--- src/rtl/hc595_ctrl.sv ---
// Serial frame transmitter for two cascaded 74HC595s: shifts {sel, seg} out on DS/SHCP,
// latches each frame with one STCP pulse and enables outputs after the first latch.
module hc595_ctrl #(
  parameter int unsigned CNT_DIV    = 4,
  parameter int unsigned FRAME_BITS = 14
) (
  input  logic       sys_clk,
  input  logic       sys_rst_n,
  input  logic [5:0] sel,
  input  logic [7:0] seg,
  input  logic       shift_en,
  output logic       ds,
  output logic       shcp,
  output logic       stcp,
  output logic       oe,
  output logic       frame_done
);

  localparam int unsigned CntW = (CNT_DIV > 1) ? $clog2(CNT_DIV) : 1;
  localparam logic [CntW-1:0] ClkLast = CntW'(CNT_DIV - 1);
  localparam logic [CntW-1:0] ClkHalf = CntW'(CNT_DIV / 2);
  localparam logic [3:0]      BitLast = 4'(FRAME_BITS - 1);

  typedef enum logic [1:0] {StIdle, StLoad, StShift, StLatch} state_e;

  state_e          state_q;
  logic [CntW-1:0] cnt_clk_q;
  logic [3:0]      cnt_bit_q;
  logic [13:0]     frame_q;
  logic [CntW-1:0] clk_inc;
  logic [3:0]      bit_inc;

  assign clk_inc = cnt_clk_q + CntW'(1);
  assign bit_inc = cnt_bit_q + 4'd1;

  // Slots 0..7 carry seg LSB first, slots 8..13 carry sel MSB first.
  function automatic logic slot_bit(input logic [13:0] f, input logic [3:0] k);
    logic [3:0] idx;
    idx = (k < 4'd8) ? k : (4'd13 - (k - 4'd8));
    return f[idx];
  endfunction

  // Outputs are registered alongside the state so they line up with the state they describe.
  always_ff @(posedge sys_clk or negedge sys_rst_n) begin
    if (!sys_rst_n) begin
      state_q    <= StIdle;
      cnt_clk_q  <= '0;
      cnt_bit_q  <= '0;
      frame_q    <= '0;
      ds         <= 1'b0;
      shcp       <= 1'b0;
      stcp       <= 1'b0;
      oe         <= 1'b1;
      frame_done <= 1'b0;
    end else begin
      stcp       <= 1'b0;
      frame_done <= 1'b0;
      case (state_q)
        StIdle: begin
          ds   <= 1'b0;
          shcp <= 1'b0;
          if (shift_en) state_q <= StLoad;
        end
        StLoad: begin
          frame_q   <= {sel, seg};
          cnt_clk_q <= '0;
          cnt_bit_q <= '0;
          ds        <= seg[0];
          shcp      <= 1'b0;
          state_q   <= StShift;
        end
        StShift: begin
          if (cnt_clk_q == ClkLast) begin
            cnt_clk_q <= '0;
            shcp      <= 1'b0;
            if (cnt_bit_q == BitLast) begin
              state_q    <= StLatch;
              ds         <= 1'b0;
              stcp       <= 1'b1;
              frame_done <= 1'b1;
              oe         <= 1'b0;
            end else begin
              cnt_bit_q <= bit_inc;
              ds        <= slot_bit(frame_q, bit_inc);
            end
          end else begin
            cnt_clk_q <= clk_inc;
            ds        <= slot_bit(frame_q, cnt_bit_q);
            shcp      <= (clk_inc >= ClkHalf);
          end
        end
        StLatch: begin
          ds      <= 1'b0;
          shcp    <= 1'b0;
          state_q <= shift_en ? StLoad : StIdle;
        end
        default: state_q <= StIdle;
      endcase
    end
  end

endmodule

--- config.mk ---
export PLATFORM = sky130hd
export DESIGN_NAME = hc595_ctrl
export DESIGN_NICKNAME = d
export VERILOG_FILES = /design/src/rtl/hc595_ctrl.sv
export SDC_FILE = /design/constraint.sdc
export NUM_CORES = 1
export LEC_CHECK = 0
export BUFFER_PORTS_ARGS = -buffer_cell sky130_fd_sc_hd__clkbuf_2
export CORE_AREA = 2 2 91 49
export DETAILED_ROUTE_END_ITERATION = 6
export DIE_AREA = 0 0 93 51
export PLACE_DENSITY = 0.63
export REMOVE_ABC_BUFFERS = 1
export SYNTH_ARGS = -nofsm -noshare
export SYNTH_HDL_FRONTEND = slang
export SYNTH_SLANG_ARGS = --single-unit
--- constraint.sdc ---
create_clock -name sys_clk -period 2.15 [get_ports sys_clk]
set_input_delay 0.43 -clock sys_clk [delete_from_list [all_inputs] [get_ports sys_clk]]
set_output_delay 0.43 -clock sys_clk [all_outputs]
set_load 0.02 [all_outputs]
==> results.md, run 1 <==
* Cell area after layout at 1880 um^2
* Fillers at 405
* Hold buffers post-CTS at 0
* Status: complete, but fails checks
* Skew final at 0.00274 ns
* Final cell count without fillers at 219
* Antenna violations before repair at 0
* Overall routing resource usage at 16.5%
* Core area at 4080 um^2
* Max frequency at 0.460 GHz
* Synthesis Warnings at 0
* Worst path required time at 2.29 ns
* # placed instances at 214
* Cell Area, Synth at 1600 um^2
* Synth Instances at 134
* Main area contributors after synthesis: dfrtp_1 39%, mux2_2 11%, ha_1 9.4%, mux4_1 4.9%, mux4_2 4.2%
* Place WS at -0.0599 ns
* Crit-path max FO at 3
* Clock slew at reported path FFs at 0.09 ns
* CP peak stage delay at 0.54 ns
* Maximum number of pins on one net before global-route repair at 27
* RR Startpoint: cnt_bit_q[2]$_DFFE_PN0P_
* Power Density at 1040 nW/um^2
* Worst IR Drop VDD at 508 uV
* Via/cell ratio at 5.29
* Worst Setup Slack, final at -0.0228 ns
* Sequential element share of the synthesized area at 40.7%
* Share of layout cells above drive strength 1 at 38.9%
* Final hold vios at 0
* Area grow syn2layout at 17.4%
* H-tree lvl count at 1
* Synth area leader: dfrtp_1
* Drt wl/cell at 15.1 um
* Post-placement cell area at 1810 um^2
* Flop-to-flop setup slack at -0.02 ns
* Starting Density at 39.2%
* Reg2Reg Capture Point: ds$_DFF_PN0_
* Max_cap viols at 0
* Die width at 93 um
* I/O pin total at 22
* CTS Buffer Depth at 2
* Final Core Density at 46.1%
* Global-route wire length before repair at 5.89 mm
* Remaining global-route overflow at 0
* CTS Buf Count at 3
* Ant diodes at 0
* Number of global-route vias before repair at 1187
* Leakage power at 0.858 nW
* Asr flop ratio synth at 100%
* Post-synth cell types at 42
* Nets@finish at 192
* Relative slew slack at 56.5%
* Final Max Slew Viols at 0
* CP startpoint kind: flop
* Most frequent cell after synthesis: dfrtp_1
* Detailed placement HPWL at 2.58 mm
* Clock Latency Late Sink at 0.28 ns
* CTS tree: built
* Clock root cell: clkbuf_8
* Worst Reg-to-Reg Cells at 7
* Setup violations, final at 1
* Vias at 1159
* Ys flop type: dfrtp_1
* Num Clock Sinks at 26
* List of most frequent post-synthesis cells: 25 x dfrtp_1, 15 x mux2_2, 12 x ha_1
* Syn_area_per_cell at 12.0 um^2
* DRT antenna net count at 0
* GPL Wtd Cong at 0.856
* Synth top area share at 39.0%
* EDFF count, synth at 0
* DIE AREA at 4740 um^2
* # port buffers at 21
* Yosys reg bits at 26
* Tightest Hold Check Type: in2async
* Die height at 51 um
* Total power at 1.96 mW
* Remaining DRCs at 0
* Critical Path Slowest Stage Cell: mux4_2
* WL final at 3.31 mm
* Failing checks: negative setup slack
* Worst hold slack at 0.164 ns
* Crit path kind: reg2reg
* Fin crit period at 2.17 ns
* DR pass1 iterations at 4
* FP Rows at 17
* Initial drt markers at 47
* CP endpoint kind: flop
* Setup TNS at -0.0228 ns
* Data arrival time of the worst path at 2.32 ns
* CP cell instances: ha_2, and2b_4, xnor2_4, mux4_2, mux2_4, o211ai_2, a41oi_2
* Crit share post-route at 101%
* RSZ-0062 raised after global routing: yes
* Worst-Margin Slew at 0.653 ns
cell usage in the layout, fill, tap and decap left out, types with 2 or more instances in the layout:
master     n
and3_1     2
o21ai_0    5
a31oi_1    3
a22oi_1    2
inv_1      7
clkbuf_2  21
inv_2      2
nand3_1    8
buf_4      9
mux2_2    14
mux2i_1    2
mux2_1     2
clkbuf_8   3
nand2b_1   2
o21ai_1    3
mux4_1     2
and2_1     3
dfrtp_1   24
ha_1      11
nor2b_1    3
nand2_1    3
a21oi_1    2
mux4_2     4
a211oi_1   2
worst max-delay path, delay by kind of cell, from the launching register on:
kind	cells	cell delay, ns
mux	2	0.83
flops	1	0.40
simple gates	1	0.27
compound gates	2	0.20
fa+ha+maj	1	0.19
xor+xnor	1	0.15
state kept, by name (all words and copies together), names as in the netlist:
name / count
cnt_bit_q: 4
cnt_clk_q: 2
ds: 1
frame_done: 1
frame_q: 14
oe: 1
shcp: 1
state_q: 2
worst max path at each step:
stage | start | endpoint | slack (ns) | depth (start not counted)
after floorplan | cnt_bit_q[2]$_DFFE_PN0P_ | ds$_DFF_PN0_ | -0.08 | 7
after CTS | cnt_bit_q[2]$_DFFE_PN0P_ | ds$_DFF_PN0_ | -0.03 | 7
after global placement | cnt_bit_q[1]$_DFFE_PN0P_ | ds$_DFF_PN0_ | -0.002 | 7
after global routing | cnt_bit_q[2]$_DFFE_PN0P_ | ds$_DFF_PN0_ | -0.1 | 8
after detailed placement | cnt_bit_q[1]$_DFFE_PN0P_ | ds$_DFF_PN0_ | -0.06 | 7
final | cnt_bit_q[2]$_DFFE_PN0P_ | ds$_DFF_PN0_ | -0.02 | 7
per-layer routing:
metal,up-vias,GRT usage (%),wire [um]
li1,547,-,-
met1,584,24.4,1690
met2,23,23.6,1410
met3,5,4.28,154
met4,0,5.15,44
met5,-,0,0
power breakdown:
group / leakage (nW) / internal (mW) / switching [mW]
sequential: 0.320 / 0.676 / 0.158
clock: 0.0228 / 0.133 / 0.158
combinational: 0.515 / 0.466 / 0.371
cells by family (layout without fill, tap and decap cells):
logic type	count (synthesis)	in the layout	share of synthesized area [%]
AOI/OAI and AO/OA	25	25	10.9
and+or+nand+nor	27	27	9.76
DFF	26	26	40.7
buffers and inverters	16	44	4.14
xor gates and xnor gates	3	3	2.81
muxes	25	25	22.3
adders and majority gates	12	12	9.37
what timing repair did:
item / CTS / global route
resized for setup: 4 / 2
endpoints found under the setup margin: 1 / 1
setup buffers: 1 / 0
pin swaps: 3 / 0
area by class of cell:
cell class	count	area [um^2]	share of cell area (%)
Sequential cell	26	653	34.7
Clock buffer	4	45.0	2.39
Timing Repair Buffer	31	184	9.77
Multi-Input combinational cell	92	895	47.5
Tap cell	57	71.3	3.79
Inverter	9	33.8	1.80
(Power assumes the default switching activity.)
==> inputs of run 2 (changes only) <==
--- a/config.mk
+++ b/config.mk
@@ -5,6 +5,7 @@
 export SDC_FILE = /design/constraint.sdc
 export NUM_CORES = 1
 export LEC_CHECK = 0
+export ABC_AREA = 1
 export BUFFER_PORTS_ARGS = -buffer_cell sky130_fd_sc_hd__clkbuf_2
 export CORE_AREA = 2 2 91 49
 export DETAILED_ROUTE_END_ITERATION = 6
==> results.md, run 2 <==
* Status: finished clean
* Final Max Slew Viols at 0
* Asr flop ratio synth at 100%
* Synth top area share at 39.0%
* Number of global-route vias before repair at 1288
* Most frequent cell after synthesis: nand2_1
* Remaining global-route overflow at 0
* Worst-Margin Slew at 0.663 ns
* Tightest Hold Check Type: in2async
* Leakage power at 0.964 nW
* Worst hold slack at 0.173 ns
* CTS Buf Count at 3
* Power Density at 1050 nW/um^2
* Met2 Resource Use GR at 21.6%
* Max frequency at 0.514 GHz
* Biggest regs: frame_q x14, cnt_bit_q x4
* Final cell count without fillers at 290
* Ant diodes at 0
* Die width at 93 um
* EDFF count, synth at 0
* Sw frac at 41.8%
* Yosys reg bits at 26
* CTS Buffer Depth at 2
* Initial drt markers at 149
* Buf+Inv Stages, Crit Path at 2
* Worst path required time at 2.36 ns
* Area of the multi-input gates at 830 um^2
* Syn_area_per_cell at 7.71 um^2
* Main area contributors after synthesis: dfrtp_1 39%, nand2_1 14%, ha_1 9.4%, nand3_1 9.4%, inv_1 6.3%
* DIE AREA at 4740 um^2
* Setup violations, final at 0
* Fillers at 438
* Antenna violations before repair at 0
* I/O pin total at 22
* Max reg flops at 14
* Cell Area, Synth at 1600 um^2
* Worst IR Drop VDD at 369 uV
* Maximum number of pins on one net before global-route repair at 27
* Critical Path Slowest Stage Cell: dfrtp_1
* Largest Register: frame_q
* Hold buffers post-CTS at 0
* Most frequent cells in the layout: 58 x nand2_1, 29 x nand3_1, 26 x inv_1, 25 x dfrtp_1, 21 x clkbuf_2
* Share of layout cells above drive strength 1 at 19.7%
* Ys flop type: dfrtp_1
* Die height at 51 um
* H-tree lvl count at 1
* Sequential Power Share at 41.6%
* Crit share post-route at 90.4%
* Starting Density at 39.2%
* Clock slew at reported path FFs at 0.09 ns
* DR pass1 iterations at 4
* # port buffers at 21
* Total power at 1.96 mW
* Register Area at 652 um^2
* Clock root cell: clkbuf_8
* Crit path kind: reg2reg
* Data arrival time of the worst path at 2.16 ns
* Commonest non-fill, non-tap cell in the layout: nand2_1
* Met3 global-route usage at 3.83%
* Synth area leader: dfrtp_1
* CP peak stage delay at 0.42 ns
* CTS tree: built
* CP startpoint kind: flop
* Vias at 1386
* List of most frequent post-synthesis cells: 59 x nand2_1, 30 x nand3_1, 27 x inv_1
* Via/cell ratio at 4.78
* Sequential element share of the synthesized area at 40.7%
* Max_cap viols at 0
* Final Core Density at 45.6%
* Delay-heaviest family, CP: simple AND/OR/NAND/NOR gates
* RSZ-0062 raised after global routing: no
* Skew final at 0.00320 ns
* Crit-path max FO at 4
* Detailed placement HPWL at 2.87 mm
* Combinational Power Share at 42.3%
* Synthesis Warnings at 0
* Num Clock Sinks at 26
* Drt wl/cell at 12.5 um
* Synth Instances at 208
* WL final at 3.64 mm
* GRT busiest layer: met1
* Final hold vios at 0
* Fin crit period at 1.94 ns
* Core area at 4080 um^2
* Clock network fraction of total power at 16.1%
* Area grow syn2layout at 16.2%
* CP cell instances: ha_2, xnor2_2, inv_1, ha_1, nand3_2, nand2_2, nor2_1, nand3_1, nand2_1, clkinv_1, nand2_1, nand3_1, nand2_1, nand2_1, nand2_1
* Cell repeated most along the worst path: nand2_1
* Number of setup buffers added after CTS at 0
* Overall routing resource usage at 17.3%
* Global-route wire length before repair at 6.33 mm
* CP endpoint kind: flop
* Nets@finish at 263
* Internal power at 1.14 mW
* Post-synth cell types at 28
* Clock Latency Late Sink at 0.27 ns
* Met1 global-route usage at 29.0%
* Relative slew slack at 55.8%
* Remaining DRCs at 0
* GPL Wtd Cong at 0.943
* Setup TNS at 0 ns
* FP Rows at 17
* NetSw at 817 uW
* # placed instances at 286
* DRT antenna net count at 0
run 2: per-stage QoR:
stage / setup slack, ns / cell area [um^2]
after floorplan: 0.164 / 1570
after global placement: 0.205 / 1780
after detailed placement: 0.128 / 1780
after CTS: 0.0908 / 1840
after global routing: 0.0127 / 1860
final: 0.206 / 1860
run 2: worst reg2reg max path: stages (launching register included):
cell      delay [ns]
dfrtp_1         0.42
ha_2            0.20
xnor2_2         0.21
inv_1           0.07
ha_1            0.28
nand3_2         0.08
nand2_2         0.08
nor2_1          0.08
nand3_1         0.07
nand2_1         0.06
clkinv_1        0.05
nand2_1         0.05
nand3_1         0.08
nand2_1         0.06
nand2_1         0.05
nand2_1         0.05
run 2: final cells by class:
type                            instances  area share (%)
Clock buffer                            4            2.95
Inverter                               30            6.04
Multi-Input combinational cell        147            44.5
Sequential cell                        26            35.0
Tap cell                               57            3.83
Timing Repair Buffer                   26            7.66
run 2: power groups by stage:
stage | Clock (mW) | Sequential [mW] | Combinational, mW
floorplan | 0 | 0.793 | 0.590
finish | 0.315 | 0.813 | 0.828
CTS | 0.332 | 0.812 | 0.828
global placement | 0 | 0.816 | 0.819
global route | 0.355 | 0.836 | 0.977
detailed placement | 0 | 0.817 | 0.825
run 2: routing by layer:
layer	wire, um	share of wire (%)
met1	2140	59
met2	1270	35
met3	206	5.7
met4	21	0.58
met5	0	0
run 2: timing repair:
action	CTS	global route
setup endpoints to repair	0	1
resized for setup	0	6
hold endpoints to repair	0	0
run 2: kinds of logic (layout without fill, tap and decap cells):
group                    after synthesis  in the layout  synth area share [%]
AND/OR/NAND/NOR                      105            105                  29.9
XOR/XNOR                               1              1                 0.547
flip-flops                            26             26                  40.7
adder cells (fa/ha/maj)               12             12                  9.37
buffers and inverters                 35             60                  9.13
AO/OA/AOI/OAI                         29             29                  10.4
run 2: path summary, 6_finish.rpt:
| check | endpoint | slack [ns] | cells after the start | startpoint |
|---|---|---|---|---|
| worst min-delay path | cnt_bit_q[2]$_DFFE_PN0P_ | 0.17 | 1 | sys_rst_n |
| min in group sys_clk | frame_q[4]$_DFFE_PN0N_ | 0.35 | 3 | seg[4] |
| worst min register to register | oe$_DFFE_PN1P_ | 0.44 | 2 | oe$_DFFE_PN1P_ |
| max in group asynchronous | cnt_bit_q[1]$_DFFE_PN0P_ | 1.54 | 1 | sys_rst_n |
| worst max-delay path | ds$_DFF_PN0_ | 0.21 | 15 | cnt_bit_q[0]$_DFFE_PN0P_ |
| worst max register to register | ds$_DFF_PN0_ | 0.21 | 15 | cnt_bit_q[0]$_DFFE_PN0P_ |
==> inputs of run 3 (changes only) <==
--- a/config.mk
+++ b/config.mk
@@ -11,6 +11,7 @@
 export DETAILED_ROUTE_END_ITERATION = 6
 export DIE_AREA = 0 0 93 51
 export PLACE_DENSITY = 0.63
+export RECOVER_POWER = 50
 export REMOVE_ABC_BUFFERS = 1
 export SYNTH_ARGS = -nofsm -noshare
 export SYNTH_HDL_FRONTEND = slang
==> results.md, run 3 (synthesized netlist as in run 2, its figures left out) <==
* Die height at 51 um
* Final Core Density at 45.6%
* Post-placement cell area at 1780 um^2
* I/O pin total at 22
* Maximum number of pins on one net before global-route repair at 27
* # port buffers at 21
* DR pass1 iterations at 4
* Setup TNS at 0 ns
* Number of global-route vias before repair at 1288
* CTS Buffer Depth at 2
* Clock slew at reported path FFs at 0.09 ns
* Max reg flops at 14
* Nets@finish at 263
* Critical Path Slowest Stage Cell: dfrtp_1
* Crit-path max FO at 4
* Hold depth at 3
* Fin crit period at 1.95 ns
* Setup violations, final at 0
* Tightest Hold Check Type: in2reg
* Max_cap viols at 0
* Worst Reg-to-Reg Cells at 15
* Worst Setup Slack, final at 0.203 ns
* Max frequency at 0.514 GHz
* Most frequent cells in the layout: 58 x nand2_1, 29 x nand3_1, 26 x inv_1, 25 x dfrtp_1, 19 x clkbuf_2
* DRT antenna net count at 0
* Biggest regs: frame_q x14, cnt_bit_q x4
* Clock root cell: clkbuf_8
* GPL Wtd Cong at 0.943
* Post-route met1 wirelength at 2.13 mm
* Met3 wire len at 208 um
* Final Max Slew Viols at 0
* Overall routing resource usage at 17.3%
* Reg2Reg Capture Point: ds$_DFF_PN0_
* Status: finished clean
* Largest Register: frame_q
* RR Startpoint: cnt_bit_q[0]$_DFFE_PN0P_
* Remaining global-route overflow at 0
* Wire length on met2 at 1.28 mm
* Worst-Margin Slew at 1.42 ns
* Uppermost layer routed: met4
* Area grow syn2layout at 16.1%
* Total power at 1.95 mW
* WL final at 3.64 mm
* FP Rows at 17
* Ant diodes at 0
* CTS tree: built
* Clock Latency Late Sink at 0.27 ns
* Crit share post-route at 90.5%
* DIE AREA at 4740 um^2
* CP startpoint kind: flop
* Hold EP: frame_q[4]$_DFFE_PN0N_
* Final hold vios at 0
* Starting Density at 39.2%
* Die width at 93 um
* CP endpoint kind: flop
* Remaining DRCs at 0
* RSZ-0062 raised after global routing: no
* Place WS at 0.128 ns
* Worst hold slack at 0.351 ns
* Commonest non-fill, non-tap cell in the layout: nand2_1
* Worst path required time at 2.36 ns
* CP peak stage delay at 0.42 ns
* Drt wl/cell at 12.5 um
* Data arrival time of the worst path at 2.16 ns
* Initial drt markers at 148
* Core area at 4080 um^2
* Flop-to-flop setup slack at 0.20 ns
* Detailed placement HPWL at 2.87 mm
* Power Density at 1050 nW/um^2
* Num Clock Sinks at 26
* Skew final at 0.00331 ns
* Cell area after layout at 1860 um^2
* Number of setup buffers added after CTS at 0
* Hold_sp: seg[4]
* Cell repeated most along the worst path: nand2_1
* CTS Buf Count at 3
* H-tree lvl count at 1
* Final cell count without fillers at 290
* CP cell instances: ha_2, xnor2_2, inv_1, ha_1, nand3_2, nand2_2, nor2_1, nand3_1, nand2_1, clkinv_1, nand2_1, nand3_1, nand2_1, nand2_1, nand2_1
* Worst IR Drop VDD at 369 uV
* Vias at 1390
* Via/cell ratio at 4.79
* Global-route wire length before repair at 6.33 mm
* # placed instances at 286
* Relative slew slack at 5.19%
* Antenna violations before repair at 0
* Share of layout cells above drive strength 1 at 18.9%
* Leakage power at 0.958 nW
* Crit path kind: reg2reg
[run 3: cell counts in the layout (fill, tap and decap cells not counted)]
Identical to the previous run, type by type.
[run 3: final cells by class]
| type | instances | area [um^2] |
|---|---|---|
| clock buffers | 4 | 55.1 |
| fillers | 440 | 2220 |
| inverters | 30 | 113 |
| multi-input cells | 147 | 830 |
| flip-flops and latches | 26 | 652 |
| well taps | 57 | 71.3 |
| repair buffers | 26 | 140 |
[run 3: critical path: cells and delay by family (launching register included)]
| kind | cells | cell delay [ns] |
|---|---|---|
| simple gates | 10 | 0.66 |
| buf+inv | 2 | 0.12 |
| flops | 1 | 0.42 |
| fa+ha+maj | 2 | 0.48 |
| xor+xnor | 1 | 0.21 |
[run 3: repair_timing]
item,in CTS,in global routing
resized for setup,0,6
endpoints found under the setup margin,0,1
hold buffers,0,0
[run 3: report_power, final]
part           switching (mW)  internal, mW
clock network           0.151         0.164
logic                   0.524         0.302
registers               0.141         0.672
[run 3: worst max path at each step]
stage          cells past startpoint                     start            to
2_1_floorplan                     15  cnt_bit_q[1]$_DFFE_PN0P_  ds$_DFF_PN0_
3_5_place_dp                      15  cnt_bit_q[0]$_DFFE_PN0P_  ds$_DFF_PN0_
5_1_grt                           15  cnt_bit_q[0]$_DFFE_PN0P_  ds$_DFF_PN0_
4_1_cts                           15  cnt_bit_q[0]$_DFFE_PN0P_  ds$_DFF_PN0_
6_report                          15  cnt_bit_q[0]$_DFFE_PN0P_  ds$_DFF_PN0_
3_3_place_gp                      15  cnt_bit_q[0]$_DFFE_PN0P_  ds$_DFF_PN0_
[run 3: per-layer routing]
| layer | global-route usage (%) | vias to the layer above |
|---|---|---|
| li1 | - | 720 |
| met1 | 29.0 | 635 |
| met2 | 21.6 | 31 |
| met3 | 3.83 | 4 |
| met4 | 2.94 | 0 |
| met5 | 0 | - |
